[config.mk]
export PLATFORM = sky130hd
export DESIGN_NAME = hmac_stream_ctrl
export DESIGN_NICKNAME = d
export VERILOG_FILES = /design/src/rtl/hmac_stream_ctrl_pkg.sv /design/src/rtl/hmac_stream_ctrl_sha1_pad_word.sv /design/src/rtl/hmac_stream_ctrl.sv
export SDC_FILE = /design/constraint.sdc
export NUM_CORES = 1
export LEC_CHECK = 0
export ABC_CLOCK_PERIOD_IN_PS = 2600
export BUFFER_PORTS_ARGS = -buffer_cell sky130_fd_sc_hd__buf_2
export CORE_AREA = 2 2 169 171
export CTS_BUF_LIST = sky130_fd_sc_hd__clkbuf_16
export CTS_CLUSTER_SIZE = 25
export DETAILED_ROUTE_END_ITERATION = 10
export DIE_AREA = 0 0 171 173
export HOLD_SLACK_MARGIN = 0.02
export PLACE_DENSITY = 0.73
export SLEW_MARGIN = 20
export SYNTH_ARGS = -nofsm -noshare
export SYNTH_HDL_FRONTEND = slang
export SYNTH_SLANG_ARGS = --single-unit
[constraint.sdc]
create_clock -name clk -period 2.6 [get_ports clk]
set_clock_uncertainty 0.15 [all_clocks]
set_input_delay 0.52 -clock clk [delete_from_list [all_inputs] [get_ports clk]]
set_output_delay 0.52 -clock clk [all_outputs]
set_load 0.1 [all_outputs]
[src/rtl/hmac_stream_ctrl_pkg.sv]
// hmac_ctrl_pkg: shared types and constants for the HMAC stream sequencer.
//   state_t      : sequencer states
//   PAD_BYTE     : SHA-1 message terminator byte
//   IPAD_BYTES   : HMAC block size in bytes (key is zero-filled to this)
//   after_pad80  : next state once the 0x80 word has been written at idx
package hmac_ctrl_pkg;

  typedef enum logic [3:0] {
    KEY_WAIT, KEY_FEED, KEY_DRAIN, KEY_ZERO, BUSY, MSG_FEED, PAD_80,
    PAD_ZERO, PAD_LEN_HI, PAD_LEN_LO, FIN, FIN_WAIT, DONE, NEWK, NEWM
  } state_t;

  localparam logic [7:0] PAD_BYTE   = 8'h80;
  localparam int         IPAD_BYTES = 64;
  localparam logic [3:0] LAST_IDX   = 4'(IPAD_BYTES / 4 - 1);
  localparam logic [3:0] LEN_HI_IDX = 4'(IPAD_BYTES / 4 - 2);

  // The 64-bit length needs words 14 and 15 of a block. A terminator at
  // 14 or 15 leaves no room, so an all-zero extra block follows.
  function automatic state_t after_pad80(input logic [3:0] idx);
    if (idx == LAST_IDX)            return BUSY;
    else if (idx == LEN_HI_IDX - 1) return PAD_LEN_HI;
    else                            return PAD_ZERO;
  endfunction

endpackage

[src/rtl/hmac_stream_ctrl_sha1_pad_word.sv]
// sha1_pad_word: builds the final message word of a SHA-1 stream.
//   i_data   : big-endian message word, first byte in [31:24]
//   i_nbytes : valid bytes 0..4
//   o_word   : valid bytes kept, 0x80 placed right after them, rest zero
//              (nbytes=4 passes the word through unchanged)
module sha1_pad_word
  import hmac_ctrl_pkg::*;
(
  input  logic [31:0] i_data,
  input  logic [2:0]  i_nbytes,
  output logic [31:0] o_word
);

  always_comb begin
    case (i_nbytes)
      3'd0:    o_word = {PAD_BYTE, 24'h0};
      3'd1:    o_word = {i_data[31:24], PAD_BYTE, 16'h0};
      3'd2:    o_word = {i_data[31:16], PAD_BYTE, 8'h0};
      3'd3:    o_word = {i_data[31:8], PAD_BYTE};
      default: o_word = i_data;
    endcase
  end

endmodule

[src/rtl/hmac_stream_ctrl.sv]
// hmac_stream_ctrl: feeds a key stream and a message stream into hmac_core.
//   clk, nrst                       : clock, async active-low reset
//   key_valid/ready/data/last       : key words (zero-filled to 16 words)
//   msg_valid/ready/data/last/nbytes: message words, nbytes valid on last
//   core_wr/in, core_new_key, core_new_message, core_finish : core controls
//   core_idle, core_done, core_out  : core status and digest
//   mac, mac_valid                  : captured HMAC and one-cycle pulse
//   key_err                         : sticky, key longer than 16 words
module hmac_stream_ctrl
  import hmac_ctrl_pkg::*;
#(
  parameter int LEN_W = 32
) (
  input  logic         clk,
  input  logic         nrst,
  input  logic         key_valid,
  output logic         key_ready,
  input  logic [31:0]  key_data,
  input  logic         key_last,
  input  logic         msg_valid,
  output logic         msg_ready,
  input  logic [31:0]  msg_data,
  input  logic         msg_last,
  input  logic [2:0]   msg_nbytes,
  output logic         core_wr,
  output logic         core_new_key,
  output logic         core_new_message,
  output logic         core_finish,
  output logic [31:0]  core_in,
  input  logic         core_idle,
  input  logic         core_done,
  input  logic [159:0] core_out,
  output logic [159:0] mac,
  output logic         mac_valid,
  output logic         key_err
);

  state_t           r_state, r_ret, w_nxt, w_nxt_ret;
  logic [3:0]       r_wcnt;
  logic [LEN_W-1:0] r_len;
  logic             r_done_st;
  logic             r_bfirst;   // first BUSY cycle: core_idle not yet valid
  logic             w_key_hs, w_msg_hs, w_empty, w_part;
  logic [31:0]      w_pad_word;
  logic [63:0]      w_bitlen;

  sha1_pad_word u_pad (
    .i_data   (msg_data),
    .i_nbytes (msg_nbytes),
    .o_word   (w_pad_word)
  );

  // inner hash also covers the 64-byte ipad block
  assign w_bitlen  = (64'(r_len) + 64'(IPAD_BYTES)) << 3;

  assign key_ready = ((r_state == KEY_FEED) & core_idle) | (r_state == KEY_DRAIN);
  assign msg_ready = (r_state == MSG_FEED) & core_idle;
  assign w_key_hs  = key_valid & key_ready;
  assign w_msg_hs  = msg_valid & msg_ready;
  assign w_empty   = msg_last & (msg_nbytes == 3'd0);
  assign w_part    = msg_last & (msg_nbytes != 3'd4) & ~w_empty;

  assign core_finish      = (r_state == FIN);
  assign core_new_key     = (r_state == NEWK);
  assign core_new_message = (r_state == NEWM);

  always_comb begin
    w_nxt     = r_state;
    w_nxt_ret = r_ret;
    core_wr   = 1'b0;
    core_in   = '0;
    case (r_state)
      KEY_WAIT: if (key_valid) w_nxt = r_done_st ? NEWK : KEY_FEED;
      NEWK: begin
        w_nxt     = BUSY;
        w_nxt_ret = KEY_FEED;
      end
      KEY_FEED: begin
        core_in = key_data;
        core_wr = w_key_hs;
        if (w_key_hs) begin
          if (r_wcnt == LAST_IDX) begin
            w_nxt     = key_last ? BUSY : KEY_DRAIN;
            w_nxt_ret = MSG_FEED;
          end else if (key_last) begin
            w_nxt = KEY_ZERO;
          end
        end
      end
      KEY_DRAIN: if (key_valid & key_last) w_nxt = BUSY;
      KEY_ZERO: begin
        core_wr = core_idle;
        if (core_idle && r_wcnt == LAST_IDX) begin
          w_nxt     = BUSY;
          w_nxt_ret = MSG_FEED;
        end
      end
      BUSY: if (!r_bfirst && core_idle) w_nxt = r_ret;
      MSG_FEED: begin
        core_in = w_part ? w_pad_word : msg_data;
        core_wr = w_msg_hs & ~w_empty;
        if (w_msg_hs) begin
          if (w_empty) begin
            w_nxt = PAD_80;
          end else if (w_part) begin
            w_nxt     = after_pad80(r_wcnt);
            w_nxt_ret = PAD_ZERO;
          end else if (r_wcnt == LAST_IDX) begin
            w_nxt     = BUSY;
            w_nxt_ret = msg_last ? PAD_80 : MSG_FEED;
          end else if (msg_last) begin
            w_nxt = PAD_80;
          end
        end
      end
      PAD_80: begin
        core_in = {PAD_BYTE, 24'h0};
        core_wr = core_idle;
        if (core_idle) begin
          w_nxt     = after_pad80(r_wcnt);
          w_nxt_ret = PAD_ZERO;
        end
      end
      PAD_ZERO: begin
        core_wr = core_idle;
        if (core_idle) begin
          if (r_wcnt == LEN_HI_IDX - 1) begin
            w_nxt = PAD_LEN_HI;
          end else if (r_wcnt == LAST_IDX) begin
            w_nxt     = BUSY;
            w_nxt_ret = PAD_ZERO;
          end
        end
      end
      PAD_LEN_HI: begin
        core_in = w_bitlen[63:32];
        core_wr = core_idle;
        if (core_idle) w_nxt = PAD_LEN_LO;
      end
      PAD_LEN_LO: begin
        core_in = w_bitlen[31:0];
        core_wr = core_idle;
        if (core_idle) begin
          w_nxt     = BUSY;
          w_nxt_ret = FIN;
        end
      end
      FIN:      w_nxt = FIN_WAIT;
      FIN_WAIT: if (core_done) w_nxt = DONE;
      DONE: begin
        if (key_valid)      w_nxt = KEY_WAIT;
        else if (msg_valid) w_nxt = NEWM;
      end
      NEWM: begin
        w_nxt     = BUSY;
        w_nxt_ret = MSG_FEED;
      end
      default: w_nxt = KEY_WAIT;
    endcase
  end

  always_ff @(posedge clk or negedge nrst) begin
    if (!nrst) begin
      r_state   <= KEY_WAIT;
      r_ret     <= KEY_WAIT;
      r_wcnt    <= '0;
      r_len     <= '0;
      r_done_st <= 1'b0;
      r_bfirst  <= 1'b0;
      mac       <= '0;
      mac_valid <= 1'b0;
      key_err   <= 1'b0;
    end else begin
      r_state   <= w_nxt;
      r_ret     <= w_nxt_ret;
      r_bfirst  <= (w_nxt == BUSY) && (r_state != BUSY);
      mac_valid <= 1'b0;
      // 4-bit counter wraps 15 -> 0 at each block boundary
      if (core_wr) r_wcnt <= r_wcnt + 4'd1;
      if (w_msg_hs) r_len <= r_len + (msg_last ? LEN_W'(msg_nbytes) : LEN_W'(4));
      if (r_state == KEY_WAIT && key_valid) key_err <= 1'b0;
      if (r_state == KEY_FEED && w_key_hs && r_wcnt == LAST_IDX && !key_last)
        key_err <= 1'b1;
      if (r_state == FIN_WAIT && core_done) begin
        mac       <= core_out;
        mac_valid <= 1'b1;
        r_done_st <= 1'b1;
        r_len     <= '0;
      end
    end
  end

endmodule

==> results.py <==
metrics = {
    "floorplanning": {
        "core_region_area_um2": 27600,
        "die_area_um2": 29600,
        "die_width_um": 171,
        "initial_utilization": 0.360,
        "rows": 61,
        "die_height_um": 173,
        "ios": 435,
    },
    "logic_synthesis": {
        "synth_area_leader_cell": "dfrtp_1",
        "fraction_of_registers_with_async_set_or_reset_after_synthesis": 1.00,
        "yosys_warnings": 0,
        "number_of_register_bits_inferred_by_synthesis": 208,
        "synth.top_cells.by_count": "nand2_1, dfrtp_1, nor2_1",
        "syn_inst": 1169,
        "postSynth.topFlopCell": "dfrtp_1",
        "synth_area_um2": 9960,
        "synth_edf_count": 0,
        "synth.lib_cells_used.distinct": 76,
        "yosys.cell_count.top_type": "nand2_1",
        "synthesis.area_per_instance_um2": 8.52,
        "synth_area_leaders": "dfrtp_1, nand2_1, xnor2_1, nor2_1, o21ai_0",
        "synth_seq_area_share": 0.523,
        "netlist.area_leader.share": 0.523,
        "post_syn_nets": 1411,
    },
    "drt": {
        "dr_total_vias": 10363,
        "drtAntennaViolNets": 0,
        "drcViolationCount": 0,
        "detail_route.wirelength_mm": 34.3,
        "drc_violation_total_after_the_first_tritonroute_iteration": 820,
        "wl_per_cell_um": 16.4,
        "drt_pre_antenna_iters": 6,
        "avgViaCountPerCell": 4.97,
    },
    "flow_run": {
        "max_cap_viol_count": 0,
    },
    "critical_path": {
        "critical_path_peak_fanout": 8,
        "required_ns": 1.93,
        "worst_r2r_path_depth": 9,
        "timing.reg2reg.setup_slack_ns": 0.04,
        "arrival_ns": 2.38,
        "worstSetupPathType": "reg2out",
        "worst_setup_path_start_kind": "flop",
        "worstSetupEndpointType": "output pin",
    },
    "final_layout": {
        "n_fill_cell": 2381,
        "register_area_um2": 5210,
        "final_core_utilization": 0.559,
        "final_nets": 1929,
        "final_layout_size_suffix_gt1_frac": 0.410,
        "synthToLayoutAreaGrowth_pct": 55.1,
        "multi_input_area_um2": 5000,
    },
    "place": {
        "post-dp-hpwl_mm": 24.7,
        "count_of_buffers_inserted_at_the_top_level_ports": 434,
        "place.gp.congestion": 0.882,
    },
    "clock_network": {
        "clock_transition_at_the_registers_of_the_reported_paths_ns": 0.06,
        "tritoncts_clock_tree": "yes",
        "clk_root_buffer_cell": "clkbuf_16",
        "cts-root-to-sink-buffers": 3,
        "worst_skew_pair.late_latency_ns": 0.51,
        "tritoncts_buffer_count": 24,
        "clock-sinks": 208,
        "cts_max_level": 1,
    },
    "timing": {
        "final.setup.tns_ns": -8.75,
        "period_needed_ns": 3.05,
        "setup_viol_count_final": 34,
        "worst_hold_slack_ns": 0.0470,
        "rsz0062_at_grt": "true",
        "transition_time_at_the_pin_with_the_least_slew_margin_ns": 0.803,
        "clock.fmax_ghz": 0.328,
        "final_min_period_over_clock_period": 1.17,
        "timing.max_slew.rel_slack": 0.465,
        "final_critical_path_setup_slack_ns": -0.446,
        "hold_viol_final": 0,
        "timing.final.max_slew_violations": 0,
    },
    "min_path": {
        "worstHoldPathCells": 3,
        "worst_hold_path_type": "in2reg",
    },
    "global_routing": {
        "grt_first_pass_wirelength_mm": 53.6,
        "globalRouteMet1Util": 0.261,
        "grt_usage": 0.223,
        "number_of_antenna_violations_at_the_first_check_in_global_routing": 3,
        "grt_pass1_vias": 10465,
        "grt_busiest_layer": "met2",
        "grt_max_degree": 92,
        "gr-usage-met3": 0.0472,
        "gr-usage-met2": 0.389,
        "grt_overflow": 0,
    },
    "status": {
        "violations_in_the_final_reports": "setup timing",
        "outcome": "finished, violations left",
    },
}
layer usage:
layer  vias up  share of wire
met3       115          0.075
met1      4876           0.38
met2       474           0.50
met5         -        0.00026
li1       4896              -
met4         2          0.043
stage by stage:
stage,setup slack [ns],instance area (um2),cells
3_5_place_dp,-0.198,13900,2006
3_3_place_gp,-0.161,13900,2006
2_1_floorplan,-0.809,10200,1169
5_1_grt,-0.536,15400,2084
6_report,-0.446,15400,2084
4_1_cts,-0.437,15200,2072
layout by cell type, fill, tap and decap left out, drive strengths merged, types with 3 or more instances in the layout:
cell type / Yosys / routed
dfrtp: 208 / 208
a222oi: 6 / 6
xnor2: 33 / 33
xor2: 14 / 14
nor2b: 8 / 8
a22o: 4 / 4
nor3: 15 / 15
nand2: 517 / 517
nand3: 14 / 14
inv: 20 / 24
o311ai: 3 / 3
a22oi: 21 / 21
and3: 8 / 8
ha: 6 / 6
buf: 25 / 556
nor4: 16 / 16
nand3b: 4 / 4
a211oi: 5 / 5
clkbuf: 42 / 26
nand2b: 7 / 7
or4: 3 / 3
mux2: 3 / 3
mux2i: 3 / 3
o22ai: 4 / 4
o31ai: 5 / 5
a21oi: 15 / 15
nor3b: 3 / 3
nand4: 19 / 19
nor2: 49 / 49
and2: 5 / 5
bufinv: 0 / 3
o21ai: 37 / 37
clkinv: 0 / 11
a221o: 3 / 3
or3: 7 / 7
repair_timing:
action / 4_1_cts / 5_1_grt
pin swaps: 14 / 16
resized for setup: 80 / 32
hold buffers: 1 / 0
endpoints found under the hold margin: 49 / 0
setup buffers: 20 / 11
setup endpoints to repair: 35 / 35
gates cloned: 2 / 0
cell families (layout without fill, tap and decap cells):
group	after synthesis	after routing	share of synthesized area
multiplexers	6	6	0.00641
buffers and inverters	87	622	0.0369
XOR/XNOR	47	47	0.0413
adder cells (fa/ha/maj)	7	7	0.00955
AO/OA/AOI/OAI	126	126	0.0871
flip-flops	208	208	0.523
AND/OR/NAND/NOR	688	688	0.296
other	0	2	0
final timing paths:
kind,from,endpoint
worst max-delay path,r_len[10],core_in[3]
worst min-delay path,core_out[10],mac[10]
worst max register to register,r_len[0],r_len[28]
worst min register to register,mac[128],mac[128]
max in group asynchronous,nrst,mac[158]
min in group asynchronous,nrst,mac[25]
registers in the layout (all words and copies together) (netlist names):
signal,cells
mac,160
r_len,32
r_ret,4
r_state,4
r_wcnt,4
key_err,1
mac_valid,1
r_bfirst,1
r_done_st,1
cell type report:
cell class                 count  share of cell area
clock inverter                18             0.00996
tap                          378              0.0306
timing repair buffer         559               0.253
antenna                        2            0.000324
inverter                      20             0.00518
clock buffer                  25              0.0405
sequential                   208               0.337
multi-input combinational    874               0.324
worst max-delay path, cell delays in order (launching register included):
cell and delay (ns):
dfrtp_1 0.44, nand2_1 0.10, or4_4 0.61, buf_4 0.18
o41ai_4 0.31, buf_12 0.23
Power is not shown: default switching activity piles up to over one toggle a cycle in this logic, so the estimate is an artifact.
